**config.mk**
```make
export PLATFORM = sky130hd
export DESIGN_NAME = shape_ctrl_initiator
export DESIGN_NICKNAME = d
export VERILOG_FILES = /design/src/rtl/shape_ctrl_initiator_pkg.sv /design/src/rtl/shape_ctrl_initiator.sv
export SDC_FILE = /design/constraint.sdc
export NUM_CORES = 1
export LEC_CHECK = 0
export BUFFER_PORTS_ARGS = -buffer_cell sky130_fd_sc_hd__buf_4
export CORE_UTILIZATION = 30
export DETAILED_ROUTE_END_ITERATION = 6
export SLEW_MARGIN = 25
export SYNTH_ARGS = -nofsm -noshare
export SYNTH_HDL_FRONTEND = slang
export SYNTH_SLANG_ARGS = --single-unit
```
**constraint.sdc**
```tcl
create_clock -name clk -period 3 [get_ports clk]
set_input_delay 0.15 -clock clk [delete_from_list [all_inputs] [get_ports clk]]
set_output_delay 0.15 -clock clk [all_outputs]
set_load 0.005 [all_outputs]
```
**src/rtl/shape_ctrl_initiator_pkg.sv**
```systemverilog
// Shared types for the shape processor control SFR and its bus initiator.
//   shape_t / operation_t : SFR field encodings (unused codes are illegal)
//   ctrl_sfr_reg          : 32-bit control SFR image
//   is_legal_*            : legality rules applied by the target and by the
//                           optional initiator precheck
//   rsp_status_e          : initiator outcome classification
//   init_state_e          : initiator FSM states
package shape_ctrl_initiator_pkg;

    typedef enum logic [2:0] {
        SHAPE_CIRCLE   = 3'd0,
        SHAPE_SQUARE   = 3'd1,
        SHAPE_TRIANGLE = 3'd2,
        SHAPE_HEXAGON  = 3'd3
    } shape_t;

    typedef enum logic [1:0] {
        OP_AREA      = 2'd0,
        OP_PERIMETER = 2'd1,
        OP_SCALE     = 2'd2
    } operation_t;

    typedef struct packed {
        logic [26:0] reserved;
        operation_t  operation;
        shape_t      shape;
    } ctrl_sfr_reg;

    typedef enum logic [1:0] {
        RSP_OK           = 2'd0,
        RSP_REJECTED     = 2'd1,
        RSP_MISMATCH     = 2'd2,
        RSP_LOCAL_REJECT = 2'd3
    } rsp_status_e;

    typedef enum logic [2:0] {
        ST_IDLE  = 3'd0,
        ST_WRITE = 3'd1,
        ST_READ  = 3'd2,
        ST_WAIT  = 3'd3,
        ST_LOCAL = 3'd4,
        ST_RESP  = 3'd5
    } init_state_e;

    function automatic logic is_legal_shape(input shape_t s);
        return s inside {SHAPE_CIRCLE, SHAPE_SQUARE, SHAPE_TRIANGLE, SHAPE_HEXAGON};
    endfunction

    function automatic logic is_legal_operation(input operation_t o);
        return o inside {OP_AREA, OP_PERIMETER, OP_SCALE};
    endfunction

    // Scaling a triangle is the one field pairing the processor refuses.
    function automatic logic is_legal_combination(input shape_t s, input operation_t o);
        return !(s == SHAPE_TRIANGLE && o == OP_SCALE);
    endfunction

endpackage

```
**src/rtl/shape_ctrl_initiator.sv**
```systemverilog
// Bus initiator for the shape processor control SFR.
// Accepts one {shape, operation} request, writes it to the SFR, reads it
// back READ_LATENCY cycles later and reports OK / REJECTED / MISMATCH, or
// LOCAL_REJECT when PRECHECK refuses the request without touching the bus.
// Ports:
//   clk, rst_n                     clock, synchronous active-low reset
//   req_valid/req_ready/req_*      request handshake and fields
//   write/write_data               one-cycle SFR write strobe and image
//   read/read_data/error           one-cycle read strobe, readback, reject flag
//   rsp_valid/rsp_ready/rsp_*      response handshake, status and readback
//   busy                           transaction in flight
module shape_ctrl_initiator
    import shape_ctrl_initiator_pkg::*;
#(
    parameter int READ_LATENCY = 1,
    parameter bit PRECHECK     = 1'b1
) (
    input  logic        clk,
    input  logic        rst_n,
    input  logic        req_valid,
    output logic        req_ready,
    input  shape_t      req_shape,
    input  operation_t  req_operation,
    output logic        write,
    output logic [31:0] write_data,
    output logic        read,
    input  logic [31:0] read_data,
    input  logic        error,
    output logic        rsp_valid,
    input  logic        rsp_ready,
    output logic [1:0]  rsp_status,
    output logic [31:0] rsp_readback,
    output logic        busy
);

    localparam logic [2:0] LAT_LOAD = 3'(READ_LATENCY - 1);

    init_state_e state_q, state_d;
    shape_t      shape_q, shape_d;
    operation_t  op_q, op_d;
    logic        err_q, err_d;
    logic [2:0]  cnt_q, cnt_d;
    rsp_status_e status_q, status_d;
    logic [31:0] readback_q, readback_d;

    ctrl_sfr_reg wr_img;
    ctrl_sfr_reg rd_img;
    logic        match;

    always_comb begin
        wr_img           = '0;
        wr_img.shape     = shape_q;
        wr_img.operation = op_q;
        rd_img           = ctrl_sfr_reg'(read_data);
        // Reserved readback bits do not take part in the compare.
        match            = (rd_img.shape == shape_q) && (rd_img.operation == op_q);
    end

    always_comb begin
        state_d    = state_q;
        shape_d    = shape_q;
        op_d       = op_q;
        err_d      = err_q;
        cnt_d      = cnt_q;
        status_d   = status_q;
        readback_d = readback_q;
        case (state_q)
            ST_IDLE: begin
                if (req_valid) begin
                    shape_d = req_shape;
                    op_d    = req_operation;
                    if (PRECHECK && !(is_legal_shape(req_shape) &&
                                      is_legal_operation(req_operation) &&
                                      is_legal_combination(req_shape, req_operation)))
                        state_d = ST_LOCAL;
                    else
                        state_d = ST_WRITE;
                end
            end
            ST_WRITE: state_d = ST_READ;
            ST_READ: begin
                // error reports on the write of the previous cycle
                err_d   = error;
                cnt_d   = LAT_LOAD;
                state_d = ST_WAIT;
            end
            ST_WAIT: begin
                if (cnt_q == 3'd0) begin
                    readback_d = read_data;
                    if (match && !err_q)      status_d = RSP_OK;
                    else if (!match && err_q) status_d = RSP_REJECTED;
                    else                      status_d = RSP_MISMATCH;
                    state_d = ST_RESP;
                end else begin
                    cnt_d = cnt_q - 3'd1;
                end
            end
            ST_LOCAL: begin
                status_d   = RSP_LOCAL_REJECT;
                readback_d = '0;
                state_d    = ST_RESP;
            end
            ST_RESP: if (rsp_ready) state_d = ST_IDLE;
            default: state_d = ST_IDLE;
        endcase
    end

    always_ff @(posedge clk) begin
        if (!rst_n) begin
            state_q    <= ST_IDLE;
            shape_q    <= SHAPE_CIRCLE;
            op_q       <= OP_AREA;
            err_q      <= 1'b0;
            cnt_q      <= 3'd0;
            status_q   <= RSP_OK;
            readback_q <= '0;
        end else begin
            state_q    <= state_d;
            shape_q    <= shape_d;
            op_q       <= op_d;
            err_q      <= err_d;
            cnt_q      <= cnt_d;
            status_q   <= status_d;
            readback_q <= readback_d;
        end
    end

    // All outputs decode from registered state, so they are glitch-free and
    // take their reset values at the first reset edge.
    assign req_ready    = (state_q == ST_IDLE);
    assign write        = (state_q == ST_WRITE);
    assign write_data   = (state_q == ST_WRITE) ? 32'(wr_img) : 32'd0;
    assign read         = (state_q == ST_READ);
    assign rsp_valid    = (state_q == ST_RESP);
    assign rsp_status   = status_q;
    assign rsp_readback = readback_q;
    assign busy         = (state_q != ST_IDLE);

endmodule

```
Word level (Yosys, flattened, before mapping)
Cells that the tools add are included.
{"block": "classes", "n_addsub": 1, "n_eq_ne": 16, "n_mux": 14, "n_reduce_logical": 22}
{"cell": "32-bit case mux with 2 select lines", "count": 1}
{"cell": "32-bit two-way mux", "count": 1}
{"cell": "3-bit case mux with 6 select lines", "count": 1}
{"cell": "3-bit two-way mux", "count": 5}
{"cell": "3-bit by 2-bit == test with 1-bit output (second input constant)", "count": 4}
{"cell": "3-bit zero test", "count": 3}
{"cell": "3-bit by 1-bit == test with 1-bit output (second input constant)", "count": 2}
{"cell": "3-bit == test (second input constant)", "count": 2}
{"cell": "1-bit logical AND", "count": 6}
{"cell": "2-bit two-way mux", "count": 3}
{"cell": "2-bit inequality test (second input constant)", "count": 3}
{"cell": "3-bit case mux with 2 select lines", "count": 1}
{"cell": "2-bit AND reduction", "count": 3}
{"cell": "3-bit nonzero test", "count": 2}
{"cell": "5-bit two-way mux", "count": 1}
{"cell": "2-bit case mux with 2 select lines", "count": 1}
{"cell": "2-bit nonzero test", "count": 2}
{"cell": "4-bit nonzero test", "count": 1}
{"cell": "3-bit == test", "count": 1}
{"cell": "1-bit zero test", "count": 3}
{"cell": "3-bit AND reduction", "count": 1}
{"cell": "3-bit by 1-bit subtractor with 3-bit output (second input constant)", "count": 1}
{"cell": "2-bit by 1-bit == test with 1-bit output (second input constant)", "count": 1}
{"cell": "2-bit == test", "count": 1}
{"cell": "3 further kinds", "count": 3}
{"block": "totals", "register_bits": 46, "input_bits": 42, "out_inout_bits": 71, "word_cells": 60}

Depth between registers and ports, before layout
Gate-level depths: netlist of the first run.
{"block": "depth", "ltp_word": 8, "depth_mapped": 7, "mapped_depth_nobuf": 5}

Worst setup path before layout of the first run
OpenSTA, ideal clock, no wires.
{"block": "synth_timing", "path_type": "register to register", "start": "register state_q[1]", "end": "register readback_q[0] (netlist: rsp_readback[0])", "setup_time_ns": 0.119, "t_arrival_ns": 1.367, "required_time_ns": 2.881, "slack_ns": 1.514, "path_stages_with_launch": 7, "n_path_buf": 3, "period_less_slack_ns": 1.486, "cell_sequence": "dfxtp_1 > buf_2 > or3b_1 > and2_1 > buf_6 > buf_6 > o221a_2"}
{"block": "synth_between", "elab_chain_cells": 3, "elab_cells_between_ends": 6, "cone_classes": "3 x eq/ne; 1 x mux; 2 x reduce/logical"}
{"item": "start, declared", "line_no": "shape_ctrl_initiator.sv:38", "source": "init_state_e state_q, state_d;"}
{"item": "start signal, assigned", "line_no": "shape_ctrl_initiator.sv:118", "source": "state_q <= state_d;"}
{"item": "3-bit by 2-bit == test with 1-bit output or 3-bit == test (tied branches)", "line_no": "shape_ctrl_initiator.sv:67", "source": "case (state_q)"}
{"item": "2-bit inequality test (no source line) or 2-bit nonzero test (tied branches)"}
{"item": "2-bit AND reduction (no source line)"}
{"item": "end signal, assigned", "line_no": "shape_ctrl_initiator.sv:124", "source": "readback_q <= readback_d;"}
{"item": "end, declared", "line_no": "shape_ctrl_initiator.sv:44", "source": "logic [31:0] readback_q, readback_d;"}
Several ways; a longest one is shown, not always the timed one.
A chain may end at the register's enable or synchronous reset.

Final worst setup path of the first run
{"block": "layout_timing", "start": "register cnt_q[0]", "end": "register readback_q[24] (netlist: rsp_readback[24])"}
{"block": "layout_between", "elab_chain_cells": 3}
{"item": "start, declared", "line_no": "shape_ctrl_initiator.sv:42", "source": "logic [2:0] cnt_q, cnt_d;"}
{"item": "start signal, assigned", "line_no": "shape_ctrl_initiator.sv:122", "source": "cnt_q <= cnt_d;"}
{"item": "3-bit zero test", "line_no": "shape_ctrl_initiator.sv:88", "source": "if (cnt_q == 3'd0) begin"}
{"item": "2-bit inequality test (no source line)"}
{"item": "2-bit AND reduction (no source line)"}
Every way passes these cells.

==> results.sh, run 1 <==
export IMPL_status="completed"
export IMPL_num_vias=1633
export IMPL_core_area_um2=6832
export IMPL_required_ns=3.18
export IMPL_grtUsageTotal=0.1196
export IMPL_worstPathArrival_ns=2.24
export IMPL_nFillCells=701
export IMPL_worstReg2RegEnd="rsp_readback[24]"
export IMPL_rrSetupSlack_ns=0.94
export IMPL_final_cell_mix="87 x buf_4, 46 x dfxtp_1, 32 x o221a_2"
export IMPL_cts_tree="done"
export IMPL_drt_iter0_drc=84
export IMPL_grt_first_pass_wirelength_mm=7.031
export IMPL_max_freq_mhz=484.5
export IMPL_cts_sinks=46
export IMPL_dp_cells=358
export IMPL_crit_path_end_kind="register"
export IMPL_cts_buffer_depth=2
export IMPL_num_rows=30
export IMPL_min_period_ns=2.064
export IMPL_htreeDepth=2
export IMPL_grt_max_degree=33
export IMPL_area_growth_pct=29.13
export IMPL_io_pins=113
export IMPL_die_w_um=86.53
export IMPL_post_cts_buffers=0
export IMPL_crit_chain="inv_1 > ha_1 > nor2b_1 > nand2b_1 > buf_4 > o221a_2"
export IMPL_whs_endpoint="err_q"
export IMPL_max_stage_delay_ns=0.41
export IMPL_finalCritPeriodShare=0.6880
export IMPL_final_common_cell="buf_4"
export IMPL_critPathLaunchType="register"
export IMPL_setup_violations=0
export IMPL_place_hpwl_mm=3.354
export IMPL_p_leak_nw=1.259
export IMPL_synthDistinctLibCells=40
export IMPL_antenna_cells=0
export IMPL_slew_headroom=0.4729
export IMPL_whs_path_depth=3
export IMPL_cts_root_buffer="clkbuf_8"
export IMPL_initial_utilization=0.3137
export IMPL_worstHoldPathType="input pin to register"
export IMPL_crit_slowest_cell="nand2b_1"
export IMPL_die_area_um2=7487
export IMPL_yosys_warnings=0
export IMPL_hold_viol=0
export IMPL_worstSetupPathType="register to register"
export IMPL_async_flop_share=0
export IMPL_clk_pin_slew_ns=0.09
export IMPL_finClkSkew_ns=0.005875
export IMPL_hp_start="error"
export IMPL_grt_pass1_vias=1439
export IMPL_tns_ns=0
export IMPL_wl_per_cell_um=12.45
export IMPL_drive_gt1_frac=0.4963
export IMPL_synth_top_area_cell="dfxtp_1"
export IMPL_critPathTopFamily="simple AND/OR/NAND/NOR gates"
export IMPL_antenna_found_initial=0
export IMPL_hold_buffers=0
export IMPL_worst_ir_drop_vdd_mv=0.2639
export IMPL_dr_pass1_iters=4
export IMPL_instances_no_fill=366
export IMPL_ctsResizeCount=0
export IMPL_synth_cell_area_um2=2143
export IMPL_via_per_inst=4.462
export IMPL_synth_edf_count=0
export IMPL_cts_buffers=5
export IMPL_drc_errors=0
export IMPL_cp_max_fo=19
export IMPL_syn_instance_count=191
export IMPL_portBuffers=85
export IMPL_fin_nets=314
export IMPL_power_density_nw_per_um2=651.0
export IMPL_postRouteWirelength_mm=4.557
export IMPL_rsz0062_at_grt="false"
export IMPL_r2r_start="cnt_q[0]"
export IMPL_tightestPinTransition_ns=0.7889
export IMPL_max_cap_violations=0
export IMPL_reg2regPathDepth=6
export IMPL_die_y_um=86.53
export IMPL_slew_violations=0
export IMPL_postRouteAntennaNets=0
export IMPL_cp_num_buf_inv=2
export IMPL_yosys_top_cells_area="dfxtp_1 43%, o221a_2 17%, buf_4 9.5%, buf_6 5.3%, mux2i_1 2.8%"
export IMPL_gp_congestion=0.7138
export IMPL_synth_seq_cells=46
export IMPL_synth_top_area_frac=0.4297
export IMPL_synthFlopType="dfxtp_1"
export IMPL_synth_avg_cell_area_um2=11.22
export IMPL_clk_latency_ns=0.29
export IMPL_grt_overflow_total=0
export IMPL_seq_area_frac_synth=0.4297
==> power breakdown <==
part	internal, mW	switching (mW)
Sequential	0.744	0.0965
Clock	0.164	0.208
Combinational	0.360	0.231
Total	1.27	0.535
==> through the flow <==
| step | power (mW) | utilization | instance area (µm²) | hold slack [ns] | worst slack, ns |
|---|---|---|---|---|---|
| 3_5_place_dp | 1.452 | 0.3919 | 2678 | 0.4119 | 0.9803 |
| 2_1_floorplan | 1.209 | - | 2241 | 0.2782 | 1.514 |
| 5_1_grt | 1.928 | 0.4051 | 2768 | 0.1027 | 0.7581 |
| 3_3_place_gp | 1.444 | 0.3918 | 2676 | 0.4065 | 0.9752 |
| 4_1_cts | 1.832 | 0.4051 | 2768 | 0.09686 | 0.9544 |
| 6_report | 1.802 | 0.4051 | 2768 | 0.1086 | 0.9359 |
==> cell type report <==
cell class	instances	area, µm²	share of cell area
Clock inverter	3	21.27	0.007685
Sequential cell	46	920.9	0.3327
Timing Repair Buffer	87	653.1	0.2360
Tap cell	96	120.1	0.04340
Multi-Input combinational cell	122	957.2	0.3458
Inverter	7	26.28	0.009494
Clock buffer	5	68.82	0.02486
==> flip-flops by register name, summed over array words and instances (netlist names) <==
register and count:
state_q 3, rsp_readback 32, cnt_q 3, shape_q 3, op_q 2, rsp_status 2
err_q 1
==> routing by layer <==
metal | GRT usage | routed length [µm] | vias up
met2 | 0.1883 | 2092 | 57
li1 | - | - | 806
met1 | 0.1627 | 2183 | 768
met3 | 0.03048 | 266 | 2
met4 | 0.03182 | 14 | 0
met5 | 0 | 0 | -
==> synth_stat cells, types with 3 or more instances <==
cell and instances:
dfxtp_1 46, ha_1 3, nand2_1 3, inv_1 7, buf_2 3, and2_1 6
buf_6 10, o221a_2 32, mux2i_1 6, nor2b_1 7, buf_4 27, o21ai_0 4
xor2_1 3
==> cell families (layout without fill, tap and decap cells) <==
group / Yosys count / count (layout) / share of synthesized area
AO/OA/AOI/OAI: 49 / 49 / 0.2283
buffers and inverters: 49 / 102 / 0.1699
flip-flops: 46 / 46 / 0.4297
AND/OR/NAND/NOR: 32 / 32 / 0.1045
multiplexers: 6 / 6 / 0.02802
XOR/XNOR: 5 / 5 / 0.02044
adder cells (fa/ha/maj): 3 / 3 / 0.01752
other: 1 / 27 / 0.001750
==> worst reg2reg max path: cells and delay by family, from the launching register on <==
family | cells | cell delay [ns]
fa+ha+maj | 1 | 0.18
flops | 1 | 0.33
buf+inv | 2 | 0.43
simple gates | 2 | 0.74
compound gates | 1 | 0.29
==> worst max-delay path by stage <==
| stage | from | end | cells past startpoint |
|---|---|---|---|
| global route | cnt_q[0] | rsp_readback[31] | 6 |
| detailed placement | cnt_q[0] | rsp_readback[22] | 6 |
| finish | cnt_q[0] | rsp_readback[24] | 6 |
| floorplan | state_q[1] | rsp_readback[0] | 6 |
| CTS | cnt_q[0] | rsp_readback[24] | 6 |
| global placement | state_q[1] | rsp_readback[5] | 3 |
No activity file was read; power rests on OpenSTA's default activity.
==> run 2: changes to the inputs <==
clock period = 1.9 ns   (was 3 ns; I/O delays follow)
==> results.sh, run 2 (synthesis gave the netlist of run 1 again) <==
export IMPL_cts_tree="done"
export IMPL_grt_pass1_vias=1470
export IMPL_pwr_share_clk=0.203
export IMPL_worstReg2RegEnd="rsp_readback[13]"
export IMPL_grtUsageTotal=0.1181
export IMPL_worstSetupPathType="register to output pin"
export IMPL_htreeDepth=2
export IMPL_io_pins=113
export IMPL_hold_slack_ns=0.06577
export IMPL_r2r_start="state_q[1]"
export IMPL_final_area_um2=2793
export IMPL_rsz0062_at_grt="false"
export IMPL_status="completed"
export IMPL_dr_pass1_iters=6
export IMPL_area_growth_pct=30.30
export IMPL_antenna_cells=0
export IMPL_cp_max_fo=11
export IMPL_grt_max_degree=35
export IMPL_drc_errors=0
export IMPL_largest_reg_flops=32
export IMPL_detailed_place_area_um2=2706
export IMPL_slew_violations=0
export IMPL_drt_iter0_drc=67
export IMPL_gp_congestion=0.7257
export IMPL_pwr_share_comb=0.334
export IMPL_worstPathArrival_ns=1.59
export IMPL_min_period_ns=1.680
export IMPL_crit_path_end_kind="output pin"
export IMPL_initial_utilization=0.3137
export IMPL_power_density_nw_per_um2=1024
export IMPL_finalCritPeriodShare=0.8844
export IMPL_die_y_um=86.53
export IMPL_met2_usage=0.1861
export IMPL_cts_root_buffer="clkbuf_8"
export IMPL_crit_slowest_cell="or3b_2"
export IMPL_max_stage_delay_ns=0.56
export IMPL_max_cap_violations=0
export IMPL_p_leak_nw=1.279
export IMPL_tns_ns=0
export IMPL_crit_chain="or3b_2 > inv_1 > buf_4"
export IMPL_post_cts_buffers=0
export IMPL_grt_busiest_layer="met2"
export IMPL_cts_sinks=46
export IMPL_hold_buffers=0
export IMPL_ctsResizeCount=0
export IMPL_core_area_um2=6832
export IMPL_wl_per_cell_um=12.03
export IMPL_whs_endpoint="err_q"
export IMPL_num_vias=1665
export IMPL_p_int_mw=2.024
export IMPL_reg2regPathDepth=4
export IMPL_worstHoldPathType="input pin to register"
export IMPL_final_common_cell="buf_4"
export IMPL_grt_overflow_total=0
export IMPL_antenna_found_initial=0
export IMPL_cts_buffer_depth=2
export IMPL_via_per_inst=4.500
export IMPL_place_hpwl_mm=3.387
export IMPL_postRouteWirelength_mm=4.450
export IMPL_final_cell_mix="91 x buf_4, 46 x dfxtp_1, 32 x o221a_2"
export IMPL_hp_start="error"
export IMPL_critPathLaunchType="register"
export IMPL_whs_path_depth=3
export IMPL_grt_first_pass_wirelength_mm=6.982
export IMPL_die_area_um2=7487
export IMPL_portBuffers=85
export IMPL_finClkSkew_ns=0.008988
export IMPL_setup_violations=0
export IMPL_hold_viol=0
export IMPL_required_ns=1.80
export IMPL_max_freq_mhz=595.1
export IMPL_p_sw_frac=0.2921
export IMPL_drive_gt1_frac=0.4964
export IMPL_cts_buffers=5
export IMPL_clk_pin_slew_ns=0.08
export IMPL_fin_nets=318
export IMPL_grt_met3_usage=0.03810
export IMPL_worst_ir_drop_vdd_mv=0.3070
export IMPL_met1_usage=0.1536
export IMPL_postRouteAntennaNets=0
export IMPL_die_w_um=86.53
export IMPL_clk_latency_ns=0.29
export IMPL_p_sw_mw=0.8353
export IMPL_rrSetupSlack_ns=0.27
export IMPL_pwr_share_seq=0.463
export IMPL_num_rows=30
run 2: cell types whose count changed in the layout (fill, tap and decap cells not counted), sizes merged:
cell      delta
buf          +4
clkbuf       +1
clkinvlp     -1
run 2: per-stage QoR:
step / setup slack, ns / total power [mW] / cells / utilization
4_1_cts: 0.1974 / 2.907 / 370 / 0.4088
3_3_place_gp: 0.3016 / 2.304 / 362 / 0.3962
6_report: 0.2197 / 2.859 / 370 / 0.4088
5_1_grt: 0.1391 / 3.051 / 370 / 0.4088
2_1_floorplan: 0.4143 / 1.909 / 217 / -
3_5_place_dp: 0.2682 / 2.313 / 362 / 0.3962
run 2: worst max-delay path by stage:
stage | slack [ns] | cells past startpoint | to | from
after detailed placement | 0.27 | 4 | rsp_readback[13] | state_q[1]
after CTS | 0.20 | 3 | read | state_q[1]
final | 0.22 | 3 | read | state_q[1]
after floorplan | 0.41 | 6 | rsp_readback[0] | state_q[1]
after global placement | 0.30 | 4 | rsp_readback[17] | state_q[1]
after global routing | 0.14 | 3 | read | state_q[1]
run 2: critical path, delay by kind of cell (launching register included):
family | cells | cell delay (ns)
buf+inv | 2 | 0.18
flops | 1 | 0.55
simple gates | 1 | 0.56
run 2: final cells by class:
class                           count  area [µm²]
Sequential cell                    46       920.9
Multi-Input combinational cell    122       955.9
Inverter                            7       26.28
Clock inverter                      2       13.76
Tap cell                           96       120.1
Clock buffer                        6       72.57
Fill cell                         695        4039
Timing Repair Buffer               91       683.2
run 2: power by group through the flow:
stage | clock [mW] | combinational, mW | sequential, mW
final | 0.581 | 0.954 | 1.32
after global routing | 0.654 | 1.04 | 1.35
after CTS | 0.611 | 0.969 | 1.33
after detailed placement | 0 | 0.966 | 1.35
after global placement | 0 | 0.955 | 1.35
after floorplan | 0 | 0.594 | 1.32
run 2: metal layers:
metal | share of wire | vias up | routed length [µm]
met5 | 0 | - | 0
met4 | 0.0094 | 0 | 42
met3 | 0.067 | 5 | 297
met2 | 0.47 | 61 | 2081
met1 | 0.46 | 780 | 2028
li1 | - | 819 | -
